===== src/rtl/multiword_add_sequencer_pkg.sv =====
// Shared constants and state encoding for the multiword add sequencer.
// The slice adder width and the IDLE/BUSY/DONE encoding are defined here.
package multiword_add_sequencer_pkg;

    localparam int SLICE_W = 16;
    localparam int HALF_W  = SLICE_W / 2;

    typedef enum logic [1:0] {
        IDLE = 2'd0,
        BUSY = 2'd1,
        DONE = 2'd2
    } state_t;

endpackage


===== src/rtl/multiword_add_sequencer_csa.sv =====
// 16-bit carry-select adder: the low byte ripples while the high byte is
// precomputed for both carry values and selected by the low-byte carry.
import multiword_add_sequencer_pkg::*;

module carry_select_adder (
    input  logic [SLICE_W-1:0] a,
    input  logic [SLICE_W-1:0] b,
    input  logic               c_in,
    output logic [SLICE_W-1:0] out,
    output logic               c_out
);

    logic [HALF_W:0] lo_sum;
    logic [HALF_W:0] hi_sum0;
    logic [HALF_W:0] hi_sum1;

    assign lo_sum  = {1'b0, a[HALF_W-1:0]} + {1'b0, b[HALF_W-1:0]} + {{HALF_W{1'b0}}, c_in};
    assign hi_sum0 = {1'b0, a[SLICE_W-1:HALF_W]} + {1'b0, b[SLICE_W-1:HALF_W]};
    assign hi_sum1 = {1'b0, a[SLICE_W-1:HALF_W]} + {1'b0, b[SLICE_W-1:HALF_W]} + {{HALF_W{1'b0}}, 1'b1};

    assign {c_out, out} = lo_sum[HALF_W] ? {hi_sum1, lo_sum[HALF_W-1:0]}
                                         : {hi_sum0, lo_sum[HALF_W-1:0]};

endmodule


===== src/rtl/multiword_add_sequencer.sv =====
// Wide adder that reuses one 16-bit slice adder, one slice per cycle, LSB first.
// Define MWADD_SUB_EN to honour the sub input (a - b as a + ~b + 1).
import multiword_add_sequencer_pkg::*;

module multiword_add_sequencer #(
    parameter int NUM_SLICES = 4
) (
    input  logic                        clk,
    input  logic                        rst,
    input  logic                        in_valid,
    output logic                        in_ready,
    input  logic [SLICE_W*NUM_SLICES-1:0] a,
    input  logic [SLICE_W*NUM_SLICES-1:0] b,
    input  logic                        c_in,
    input  logic                        sub,
    output logic                        out_valid,
    input  logic                        out_ready,
    output logic [SLICE_W*NUM_SLICES-1:0] out,
    output logic                        c_out
);

    localparam int W     = SLICE_W * NUM_SLICES;
    localparam int CNT_W = $clog2(NUM_SLICES + 1);
    localparam logic [CNT_W-1:0] LAST = CNT_W'(NUM_SLICES - 1);

    state_t state;
    state_t next_state;

    logic [W-1:0]       a_reg;
    logic [W-1:0]       b_reg;
    logic [W-1:0]       result;
    logic               carry;
    logic [CNT_W-1:0]   cnt;
    logic [31:0]        slice_base;
    logic [SLICE_W-1:0] slice_a;
    logic [SLICE_W-1:0] slice_b;
    logic [SLICE_W-1:0] slice_sum;
    logic               slice_carry;

    always_ff @(posedge clk) begin
        if (rst) begin
            state <= IDLE;
        end else begin
            state <= next_state;
        end
    end

    always_comb begin
        next_state = state;
        case (state)
            IDLE:    if (in_valid)     next_state = BUSY;
            BUSY:    if (cnt == LAST)  next_state = DONE;
            DONE:    if (out_ready)    next_state = IDLE;
            default:                   next_state = IDLE;
        endcase
    end

    always_comb begin
        in_ready  = (state == IDLE);
        out_valid = (state == DONE);
    end

    assign slice_base = 32'(cnt) * 32'(SLICE_W);
    assign slice_a    = a_reg[slice_base +: SLICE_W];
    assign slice_b    = b_reg[slice_base +: SLICE_W];

    carry_select_adder u_slice_adder (
        .a     (slice_a),
        .b     (slice_b),
        .c_in  (carry),
        .out   (slice_sum),
        .c_out (slice_carry)
    );

`ifndef MWADD_SUB_EN
    logic unused_sub;
    assign unused_sub = sub;
`endif

    // Subtraction is folded in at capture time so BUSY only ever adds.
    always_ff @(posedge clk) begin
        if (rst) begin
            a_reg  <= '0;
            b_reg  <= '0;
            result <= '0;
            carry  <= 1'b0;
            cnt    <= '0;
        end else begin
            case (state)
                IDLE: begin
                    if (in_valid) begin
                        a_reg <= a;
                        cnt   <= '0;
`ifdef MWADD_SUB_EN
                        b_reg <= sub ? ~b : b;
                        carry <= sub ? 1'b1 : c_in;
`else
                        b_reg <= b;
                        carry <= c_in;
`endif
                    end
                end
                BUSY: begin
                    result[slice_base +: SLICE_W] <= slice_sum;
                    carry <= slice_carry;
                    cnt   <= cnt + CNT_W'(1);
                end
                default: ;
            endcase
        end
    end

    assign out   = result;
    assign c_out = carry;

endmodule

===== config.mk =====
export PLATFORM = sky130hd
export DESIGN_NAME = multiword_add_sequencer
export DESIGN_NICKNAME = d
export VERILOG_FILES = /design/src/rtl/multiword_add_sequencer_pkg.sv /design/src/rtl/multiword_add_sequencer_csa.sv /design/src/rtl/multiword_add_sequencer.sv
export SDC_FILE = /design/constraint.sdc
export NUM_CORES = 1
export LEC_CHECK = 0
export ABC_AREA = 1
export CAP_MARGIN = 40
export CORE_MARGIN = 2
export CORE_UTILIZATION = 50
export DETAILED_ROUTE_END_ITERATION = 12
export GPL_TIMING_DRIVEN = 0
export PLACE_DENSITY = 0.78
export SYNTH_ARGS = -nofsm -noshare
export SYNTH_HDL_FRONTEND = slang
export SYNTH_HIERARCHICAL = 1
export SYNTH_SLANG_ARGS = --single-unit

===== constraint.sdc =====
create_clock -name clk -period 5.4 [get_ports clk]
set_input_delay 1.08 -clock clk [delete_from_list [all_inputs] [get_ports clk]]
set_output_delay 1.08 -clock clk [all_outputs]
set_load 0.005 [all_outputs]

==> flow_metrics.env, run 1 <==
export IMPL_status="finished, final reports clean"
export IMPL_cts_resized_gates=0
export IMPL_vias=9908
export IMPL_hold_viol_final=0
export IMPL_switching_share_pct=33.37
export IMPL_reg2reg_from="cnt[1]$_SDFFE_PP0P_"
export IMPL_antenna_found_initial=0
export IMPL_synthAdderAreaFrac_pct=3.230
export IMPL_ctsHoldBuffers=0
export IMPL_syn_num_nets=1588
export IMPL_cts_buffer_depth=2
export IMPL_cp_end_kind="flop"
export IMPL_final_util_pct=66.51
export IMPL_die_h_um=142.6
export IMPL_yosysUniqueCellTypes=37
export IMPL_ys_ff_latch=198
export IMPL_p_comb_share_pct=26.8
export IMPL_grt_overflow=0
export IMPL_ant_nets=0
export IMPL_rsz0062_at_grt="false"
export IMPL_fp_coreArea_mm2=0.01877
export IMPL_yosys_warnings=6
export IMPL_cts_max_level=4
export IMPL_drtPass1Iterations=5
export IMPL_hold_worst_slack_ps=479.8
export IMPL_r2r_cells=20
export IMPL_synth_top_cell_area_share_pct=41.26
export IMPL_use_met3_pct=4.192
export IMPL_io_pins=201
export IMPL_globalplace_congestion=0.9708
export IMPL_grt_start_max_net_pins=19
export IMPL_fp_dieW_um=142.6
export IMPL_fin_cells=1895
export IMPL_crit_path_end="out[46]$_SDFFE_PP0P_"
export IMPL_track_usage_pct=29.28
export IMPL_clock_sinks=198
export IMPL_hold_class="reg2reg"
export IMPL_use_met1_pct=36.71
export IMPL_wl_um=29660
export IMPL_synthMuxAreaShare_pct=0.1172
export IMPL_ys_async_sr_fraction_pct=0
export IMPL_synthFlopType="dfxtp_1"
export IMPL_p_seq_share_pct=40.7
export IMPL_yosysSeqAreaShare_pct=41.26
export IMPL_synth_compound_area_share_pct=15.08
export IMPL_path_clk_slew_ps=70
export IMPL_worstPathArrival_ps=4330
export IMPL_maxSlewViolCount=0
export IMPL_wire_per_inst_um=15.65
export IMPL_skew_ps=8.479
export IMPL_gr_usage_met2_pct=49.04
export IMPL_grt_pass1_wl_um=46130
export IMPL_dieArea_mm2=0.02034
export IMPL_synth_area_leaders="dfxtp_1, nor2_1, o21ai_0"
export IMPL_start_util_pct=51.19
export IMPL_clockRootBuffer="clkbuf_16"
export IMPL_synthCells=1431
export IMPL_fmax_ghz=0.2529
export IMPL_power_switching_mw=1.324
export IMPL_viasPerCell=5.228
export IMPL_n_antenna_cell=0
export IMPL_r2r_end="out[46]$_SDFFE_PP0P_"
export IMPL_grt_pass1_vias=9197
export IMPL_postCtsSetupRepairBufs=0
export IMPL_drc=0
export IMPL_worstMarginPinSlew_ps=638.5
export IMPL_hpwl_um=23300
export IMPL_path_cells="buf_4, inv_2, buf_2, nor2_1, o21ai_0, o22ai_1, ha_1, fa_1, ha_1, inv_1, nor2_1, nand3_1, and2b_4, nand2_2, xor2_1, nand2_1, nand3b_1, nand3_1, nand2_1, nor2_1"
export IMPL_cts_buffers_inserted=17
export IMPL_synth_simple_area_share_pct=31.67
export IMPL_nets=1805
export IMPL_grt_busiest_layer="met2"
export IMPL_area_growth_pct=29.93
export IMPL_finalSetupViolCount=0
export IMPL_synth_edf_count=0
export IMPL_start_kind="flop"
export IMPL_fin_crit_sh_pct=73.22
export IMPL_crit_start="cnt[1]$_SDFFE_PP0P_"
export IMPL_drt_iter0_markers=810
export IMPL_syn_area_mm2=0.009608
export IMPL_critPathMaxStageDelay_ps=470
export IMPL_synth_avg_cell_area_um2=6.714
export IMPL_clock_latency_ps=440
export IMPL_leakage_nw=5.276
export IMPL_port_buffers=198
export IMPL_synth_top_family_by_area="simple AND/OR/NAND/NOR gates"
export IMPL_p_int_mw=2.644
export IMPL_tritoncts="built"
export IMPL_path_buf_inv=4
export IMPL_critical_path_top_delay_family="simple AND/OR/NAND/NOR gates"
export IMPL_clkPwrFrac_pct=32.5
export IMPL_critPathMostFrequentCell="nor2_1"
export IMPL_drv_cap=0
export IMPL_relSlewSlack_pct=57.12
export IMPL_synth_area_leader_cell="dfxtp_1"
export IMPL_worst_path_stages=20
export IMPL_synth_xor_area_share_pct=1.094
export IMPL_slowest_stage="fa_1"
export IMPL_dp_cells=1863
export IMPL_power_density_mw_per_mm2=317.9
export IMPL_cp_data_required_time_ps=5780
export IMPL_num_rows=50
export IMPL_critical_path_class="reg2reg"
export IMPL_worst_path_max_fanout=10
export IMPL_setup_tns_ps=0
export IMPL_layout_drive_gt1_share_pct=7.225
export IMPL_irDropWorstVdd_mv=0.2515
export IMPL_rrSetupSlack_ps=1450
export IMPL_fin_crit_ps=3954
[metal layers]
| metal | share of wire (%) | wire length [µm] | vias to the layer above |
|---|---|---|---|
| met5 | 0 | 0 | - |
| met4 | 4.4 | 1319 | 0 |
| met3 | 6.8 | 2006 | 85 |
| met2 | 47 | 14020 | 386 |
| met1 | 42 | 12310 | 4457 |
| li1 | - | - | 4980 |
[worst min-delay path, cell delays in order, from the launching register on]
cell     delay (ps)
dfxtp_1         330
a21oi_1          40
nor2_1           80
[cells by family after synthesis]
kind of cell	Yosys count
and+or+nand+nor	747
AOI/OAI and AO/OA	285
DFF	198
buffers and inverters	165
adders and majority gates	23
xor gates and xnor gates	12
muxes	1
[layout by cell type, fill, tap and decap left out, types with 4 or more instances in the layout]
| master | instances |
|---|---|
| clkdlybuf4s50_1 | 198 |
| nand2_1 | 165 |
| clkbuf_1 | 43 |
| inv_1 | 64 |
| ha_1 | 20 |
| clkbuf_16 | 17 |
| xor2_1 | 9 |
| dfxtp_1 | 198 |
| o22ai_1 | 6 |
| o21ai_0 | 207 |
| nand3_1 | 32 |
| a21oi_1 | 61 |
| o21ai_1 | 5 |
| nor2_2 | 9 |
| buf_4 | 13 |
| nand3_2 | 5 |
| nor2_1 | 499 |
| nand2_2 | 11 |
| inv_2 | 5 |
| inv_6 | 4 |
| buf_2 | 33 |
| nand3b_1 | 16 |
[cell usage after synthesis, drive strengths merged, types with 9 or more instances]
cell	n
a21oi	62
buf	51
clkbuf	44
dfxtp	198
ha	20
inv	69
nand2	176
nand3	38
nand3b	16
nor2	511
o21ai	212
xor2	9
[power groups by stage]
stage	Clock, mW	Combinational (mW)	Sequential, mW
detailed placement	0	1.04	1.65
global placement	0	1.02	1.64
floorplan	0	0.667	1.63
finish	1.29	1.06	1.61
CTS	1.29	1.05	1.61
global route	1.35	1.17	1.62
[how the worst min path moves through the flow]
stage                                start                endpoint  slack (ps)  depth (start not counted)
finish                out[43]$_SDFFE_PP0P_    out[43]$_SDFFE_PP0P_         480                          2
global route        a_reg[25]$_SDFFE_PP0P_  a_reg[25]$_SDFFE_PP0P_         510                          2
CTS                 b_reg[50]$_SDFFE_PP0P_  b_reg[50]$_SDFFE_PP0P_         480                          2
detailed placement  b_reg[50]$_SDFFE_PP0P_  b_reg[50]$_SDFFE_PP0P_         470                          2
global placement    a_reg[23]$_SDFFE_PP0P_  a_reg[23]$_SDFFE_PP0P_         460                          2
floorplan           a_reg[10]$_SDFFE_PP0P_  a_reg[10]$_SDFFE_PP0P_         450                          2
[stage by stage]
step / total power [mW] / setup WS [ps] / area (µm²)
global placement: 2.665 / 1610 / 11880
finish: 3.968 / 1446 / 12480
global route: 4.150 / 1241 / 12480
floorplan: 2.295 / 2301 / 9608
CTS: 3.952 / 1517 / 12480
detailed placement: 2.685 / 1536 / 11880
[layout make-up]
cell class	instances	area [µm²]
multi-input combinational	1068	4918
fill	1694	6285
buffer	95	462.9
timing repair buffer	198	1982
inverter	70	262.8
clock buffer	20	466.7
clock inverter	12	133.9
sequential	198	3964
tap	234	292.8
Power figures use the tool's default switching activity.
==> run 2: changes to the inputs <==
Clock period 5.4 ns to 3.8 ns, I/O delays scaled along.
==> flow_metrics.env, run 2 (same netlist as run 1, synthesis figures left out) <==
export IMPL_status="finished, final reports clean"
export IMPL_drt_iter0_markers=862
export IMPL_fin_crit_ps=3659
export IMPL_irDropWorstVdd_mv=0.3593
export IMPL_maxSlewViolCount=0
export IMPL_cts_buffers_inserted=17
export IMPL_fin_ws_ps=141.3
export IMPL_cts_buffer_depth=2
export IMPL_design_area_mm2=0.01256
export IMPL_antenna_found_initial=0
export IMPL_power_mw=5.674
export IMPL_wire_per_inst_um=15.69
export IMPL_die_h_um=142.6
export IMPL_port_buffers=198
export IMPL_vias=9902
export IMPL_wl_um=29740
export IMPL_skew_ps=10.04
export IMPL_setup_tns_ps=0
export IMPL_layout_commonest_cell="nor2_1"
export IMPL_cts_max_level=4
export IMPL_fp_dieW_um=142.6
export IMPL_path_clk_slew_ps=70
export IMPL_cp_end_kind="flop"
export IMPL_fin_crit_sh_pct=96.28
export IMPL_clockRootBuffer="clkbuf_16"
export IMPL_slowest_stage="fa_1"
export IMPL_hold_class="reg2reg"
export IMPL_worst_path_max_fanout=10
export IMPL_io_pins=201
export IMPL_grt_pass1_vias=9221
export IMPL_globalplace_congestion=0.9708
export IMPL_path_cells="buf_4, inv_2, buf_4, clkbuf_4, nor2_1, o22ai_2, ha_1, fa_1, ha_1, inv_1, nor2_1, nand3_1, and2b_4, nand2_2, xor2_4, nand2_1, nand3b_1, nand3_1, nand2_1, nor2_1"
export IMPL_drc=0
export IMPL_n_antenna_cell=0
export IMPL_clock_sinks=198
export IMPL_layout_drive_gt1_share_pct=8.308
export IMPL_cp_data_required_time_ps=4180
export IMPL_hold_viol_final=0
export IMPL_track_usage_pct=29.31
export IMPL_rrSetupSlack_ps=140
export IMPL_ctsHoldBuffers=0
export IMPL_worstMarginPinSlew_ps=613.4
export IMPL_clock_latency_ps=440
export IMPL_place_area_mm2=0.01188
export IMPL_layout_common_cells="nor2_1, o21ai_0, dfxtp_1, clkdlybuf4s50_1, nand2_1"
export IMPL_finalSetupViolCount=0
export IMPL_start_util_pct=51.19
export IMPL_worstPathArrival_ps=4040
export IMPL_start_kind="flop"
export IMPL_relSlewSlack_pct=58.81
export IMPL_critical_path_class="reg2reg"
export IMPL_num_rows=50
export IMPL_fmax_ghz=0.2733
export IMPL_grt_overflow=0
export IMPL_drv_cap=0
export IMPL_grt_pass1_wl_um=46170
export IMPL_grt_start_max_net_pins=19
export IMPL_power_density_mw_per_mm2=451.6
export IMPL_viasPerCell=5.225
export IMPL_hpwl_um=23300
export IMPL_tritoncts="built"
export IMPL_area_growth_pct=30.76
export IMPL_drtPass1Iterations=5
export IMPL_dp_slack_ps=-64.19
export IMPL_nets=1805
export IMPL_fp_coreArea_mm2=0.01877
export IMPL_hold_worst_slack_ps=480.2
export IMPL_critPathMaxStageDelay_ps=540
export IMPL_dieArea_mm2=0.02034
export IMPL_ant_nets=0
export IMPL_leakage_nw=5.325
export IMPL_critPathMostFrequentCell="nor2_1"
[run 2: worst paths after layout]
path | startpoint | end | cells after the start
setup reg to reg | cnt[0]$_SDFFE_PP0P_ | out[46]$_SDFFE_PP0P_ | 20
hold reg to reg | out[43]$_SDFFE_PP0P_ | out[43]$_SDFFE_PP0P_ | 2
setup / recovery | cnt[0]$_SDFFE_PP0P_ | out[46]$_SDFFE_PP0P_ | 20
hold / removal | out[43]$_SDFFE_PP0P_ | out[43]$_SDFFE_PP0P_ | 2
[run 2: per-stage QoR]
stage                     util [%]  std cells
after global placement       63.31       1863
after detailed placement     63.31       1863
after global routing         66.94       1895
after CTS                    66.58       1895
after floorplan                  -       1431
final                        66.94       1895
[run 2: power by group]
part / switching [mW] / internal [mW] / leakage, nW / total [mW]
clock network: 0.852 / 0.981 / 0.295 / 1.83
registers: 0.0819 / 2.21 / 1.63 / 2.29
logic: 0.961 / 0.586 / 3.40 / 1.55
total: 1.89 / 3.78 / 5.32 / 5.67
[run 2: final cells by class]
| cell class | count | area [µm²] |
|---|---|---|
| fillers | 1681 | 6205 |
| multi-input cells | 1068 | 4966 |
| flip-flops and latches | 198 | 3964 |
| repair buffers | 199 | 1989 |
| plain buffers | 94 | 485.5 |
| clock buffers | 20 | 466.7 |
| well taps | 234 | 292.8 |
| inverters | 70 | 265.3 |
| clock inverters | 12 | 133.9 |
[run 2: timing repair]
item | CTS | global route
resized for setup | 3 | 35
buffers inserted | 0 | 1
endpoints found under the setup margin | 2 | 23
pin swaps | 0 | 1
[run 2: per-layer routing]
layer	vias up	share of wire (%)	global-route usage [%]
li1	4976	-	-
met1	4467	42	36.77
met2	377	48	49.09
met3	82	6.6	4.125
met4	0	4.2	15.32
met5	-	0	0
[run 2: worst max-delay path: cells and delay by family, from the launching register on]
family | cells | cell delay [ps]
fa+ha+maj | 3 | 990
buf+inv | 5 | 770
simple gates | 10 | 1140
flops | 1 | 350
compound gates | 1 | 140
xor+xnor | 1 | 190
==> run 3: changes to the inputs <==
Settings changed: PLACE_DENSITY 0.78 to 0.81.
==> flow_metrics.env, run 3 (same netlist as run 1, synthesis figures left out) <==
export IMPL_fillers=1658
export IMPL_hold_worst_slack_ps=481.8
export IMPL_fin_crit_sh_pct=94.19
export IMPL_fp_dieW_um=142.6
export IMPL_viasPerCell=5.322
export IMPL_ant_nets=0
export IMPL_layout_drive_gt1_share_pct=8.183
export IMPL_skew_ps=7.085
export IMPL_r2r_end="out[60]$_SDFFE_PP0P_"
export IMPL_wire_per_inst_um=15.84
export IMPL_grt_pass1_vias=9312
export IMPL_drc=0
export IMPL_finalSetupViolCount=0
export IMPL_worstPathArrival_ps=3960
export IMPL_layout_common_cells="nor2_1, o21ai_0, clkdlybuf4s50_1"
export IMPL_grt_overflow=0
export IMPL_drt_iter0_markers=1044
export IMPL_layout_commonest_cell="nor2_1"
export IMPL_tritoncts="built"
export IMPL_track_usage_pct=29.28
export IMPL_leakage_nw=5.323
export IMPL_crit_path_end="out[60]$_SDFFE_PP0P_"
export IMPL_multi_input_area_mm2=0.004960
export IMPL_ctsHoldBuffers=0
export IMPL_reg2reg_from="cnt[0]$_SDFFE_PP0P_"
export IMPL_n_antenna_cell=0
export IMPL_nets=1806
export IMPL_cts_buffers_inserted=17
export IMPL_status="finished, final reports clean"
export IMPL_clock_sinks=198
export IMPL_hpwl_um=23190
export IMPL_clockRootBuffer="clkbuf_16"
export IMPL_path_clk_slew_ps=70
export IMPL_drv_cap=0
export IMPL_setup_tns_ps=0
export IMPL_dieArea_mm2=0.02034
export IMPL_hold_viol_final=0
export IMPL_drtPass1Iterations=6
export IMPL_power_density_mw_per_mm2=452.5
export IMPL_seqCellArea_mm2=0.003965
export IMPL_globalplace_congestion=0.9247
export IMPL_wl_um=30030
export IMPL_fin_crit_ps=3579
export IMPL_vias=10090
export IMPL_critical_path_class="reg2reg"
export IMPL_final_util_pct=67.03
export IMPL_crit_start="cnt[0]$_SDFFE_PP0P_"
export IMPL_cp_data_required_time_ps=4180
export IMPL_fp_coreArea_mm2=0.01877
export IMPL_cp_end_kind="flop"
export IMPL_rsz0062_at_grt="false"
export IMPL_relSlewSlack_pct=59.30
export IMPL_io_pins=201
export IMPL_fmax_ghz=0.2794
export IMPL_r2r_cells=18
export IMPL_clock_latency_ps=450
export IMPL_irDropWorstVdd_mv=0.3784
export IMPL_start_kind="flop"
export IMPL_rrSetupSlack_ps=220
export IMPL_hold_class="reg2reg"
export IMPL_cts_buffer_depth=2
export IMPL_antenna_found_initial=0
export IMPL_die_h_um=142.6
export IMPL_start_util_pct=51.19
export IMPL_maxSlewViolCount=0
export IMPL_num_rows=50
export IMPL_power_mw=5.693
export IMPL_grt_start_max_net_pins=20
export IMPL_worstMarginPinSlew_ps=610.5
export IMPL_port_buffers=198
export IMPL_area_growth_pct=30.94
export IMPL_cts_max_level=4
export IMPL_worst_path_max_fanout=10
export IMPL_grt_pass1_wl_um=46410
-- run 3: what timing repair did --
action,in CTS,in global routing
pin swaps,0,2
hold endpoints to repair,0,0
setup endpoints to repair,1,27
buffers inserted,0,2
resized for setup,4,36
gates cloned,0,0
-- run 3: where the power goes --
part	switching [mW]	total, mW	internal [mW]
clock	0.891	1.85	0.956
sequential	0.0845	2.30	2.21
combinational	0.963	1.55	0.586
total	1.94	5.69	3.75
-- run 3: final cells by class --
| type | instances | area share [%] |
|---|---|---|
| Timing Repair Buffer | 200 | 15.87 |
| Tap cell | 234 | 2.327 |
| Multi-Input combinational cell | 1068 | 39.42 |
| Inverter | 70 | 2.089 |
| Clock buffer | 18 | 3.491 |
| Clock inverter | 14 | 1.323 |
| Sequential cell | 198 | 31.52 |
| Buffer | 94 | 3.958 |
-- run 3: per-layer routing --
metal	wire length, µm	part of all wire, %	track usage [%]
met5	0	0	0
met4	1056	3.5	11.93
met3	1984	6.6	4.125
met2	14350	48	50.51
met1	12630	42	36.86
-- run 3: how the worst min path moves through the flow --
stage / from / end / slack [ps] / cells after the start
2_1_floorplan: a_reg[10]$_SDFFE_PP0P_ / a_reg[10]$_SDFFE_PP0P_ / 450 / 2
3_3_place_gp: b_reg[24]$_SDFFE_PP0P_ / b_reg[24]$_SDFFE_PP0P_ / 460 / 2
3_5_place_dp: b_reg[48]$_SDFFE_PP0P_ / b_reg[48]$_SDFFE_PP0P_ / 470 / 2
4_1_cts: b_reg[48]$_SDFFE_PP0P_ / b_reg[48]$_SDFFE_PP0P_ / 480 / 2
5_1_grt: b_reg[62]$_SDFFE_PP0P_ / b_reg[62]$_SDFFE_PP0P_ / 500 / 2
6_report: out[29]$_SDFFE_PP0P_ / out[29]$_SDFFE_PP0P_ / 480 / 2
-- run 3: per-stage QoR --
step	setup WS, ps	instance area [µm²]	instances
after floorplan	701.1	9608	1431
after global placement	10.67	11880	1863
after detailed placement	-44.95	11880	1863
after CTS	74.80	12510	1895
after global routing	5.842	12580	1896
final	220.6	12580	1896
-- run 3: critical path: stages (launching register included) --
cell and delay (ps):
dfxtp_1 330, buf_4 160, inv_2 190, buf_6 200, clkbuf_4 240, nor2_1 70, o22ai_2 210, ha_1 230
fa_1 460, ha_1 230, inv_1 50, nor2_1 40, nand3_1 70, and2b_4 200, xnor2_1 270, inv_1 80
nor2_1 220, o21ai_0 150, nor2_1 100
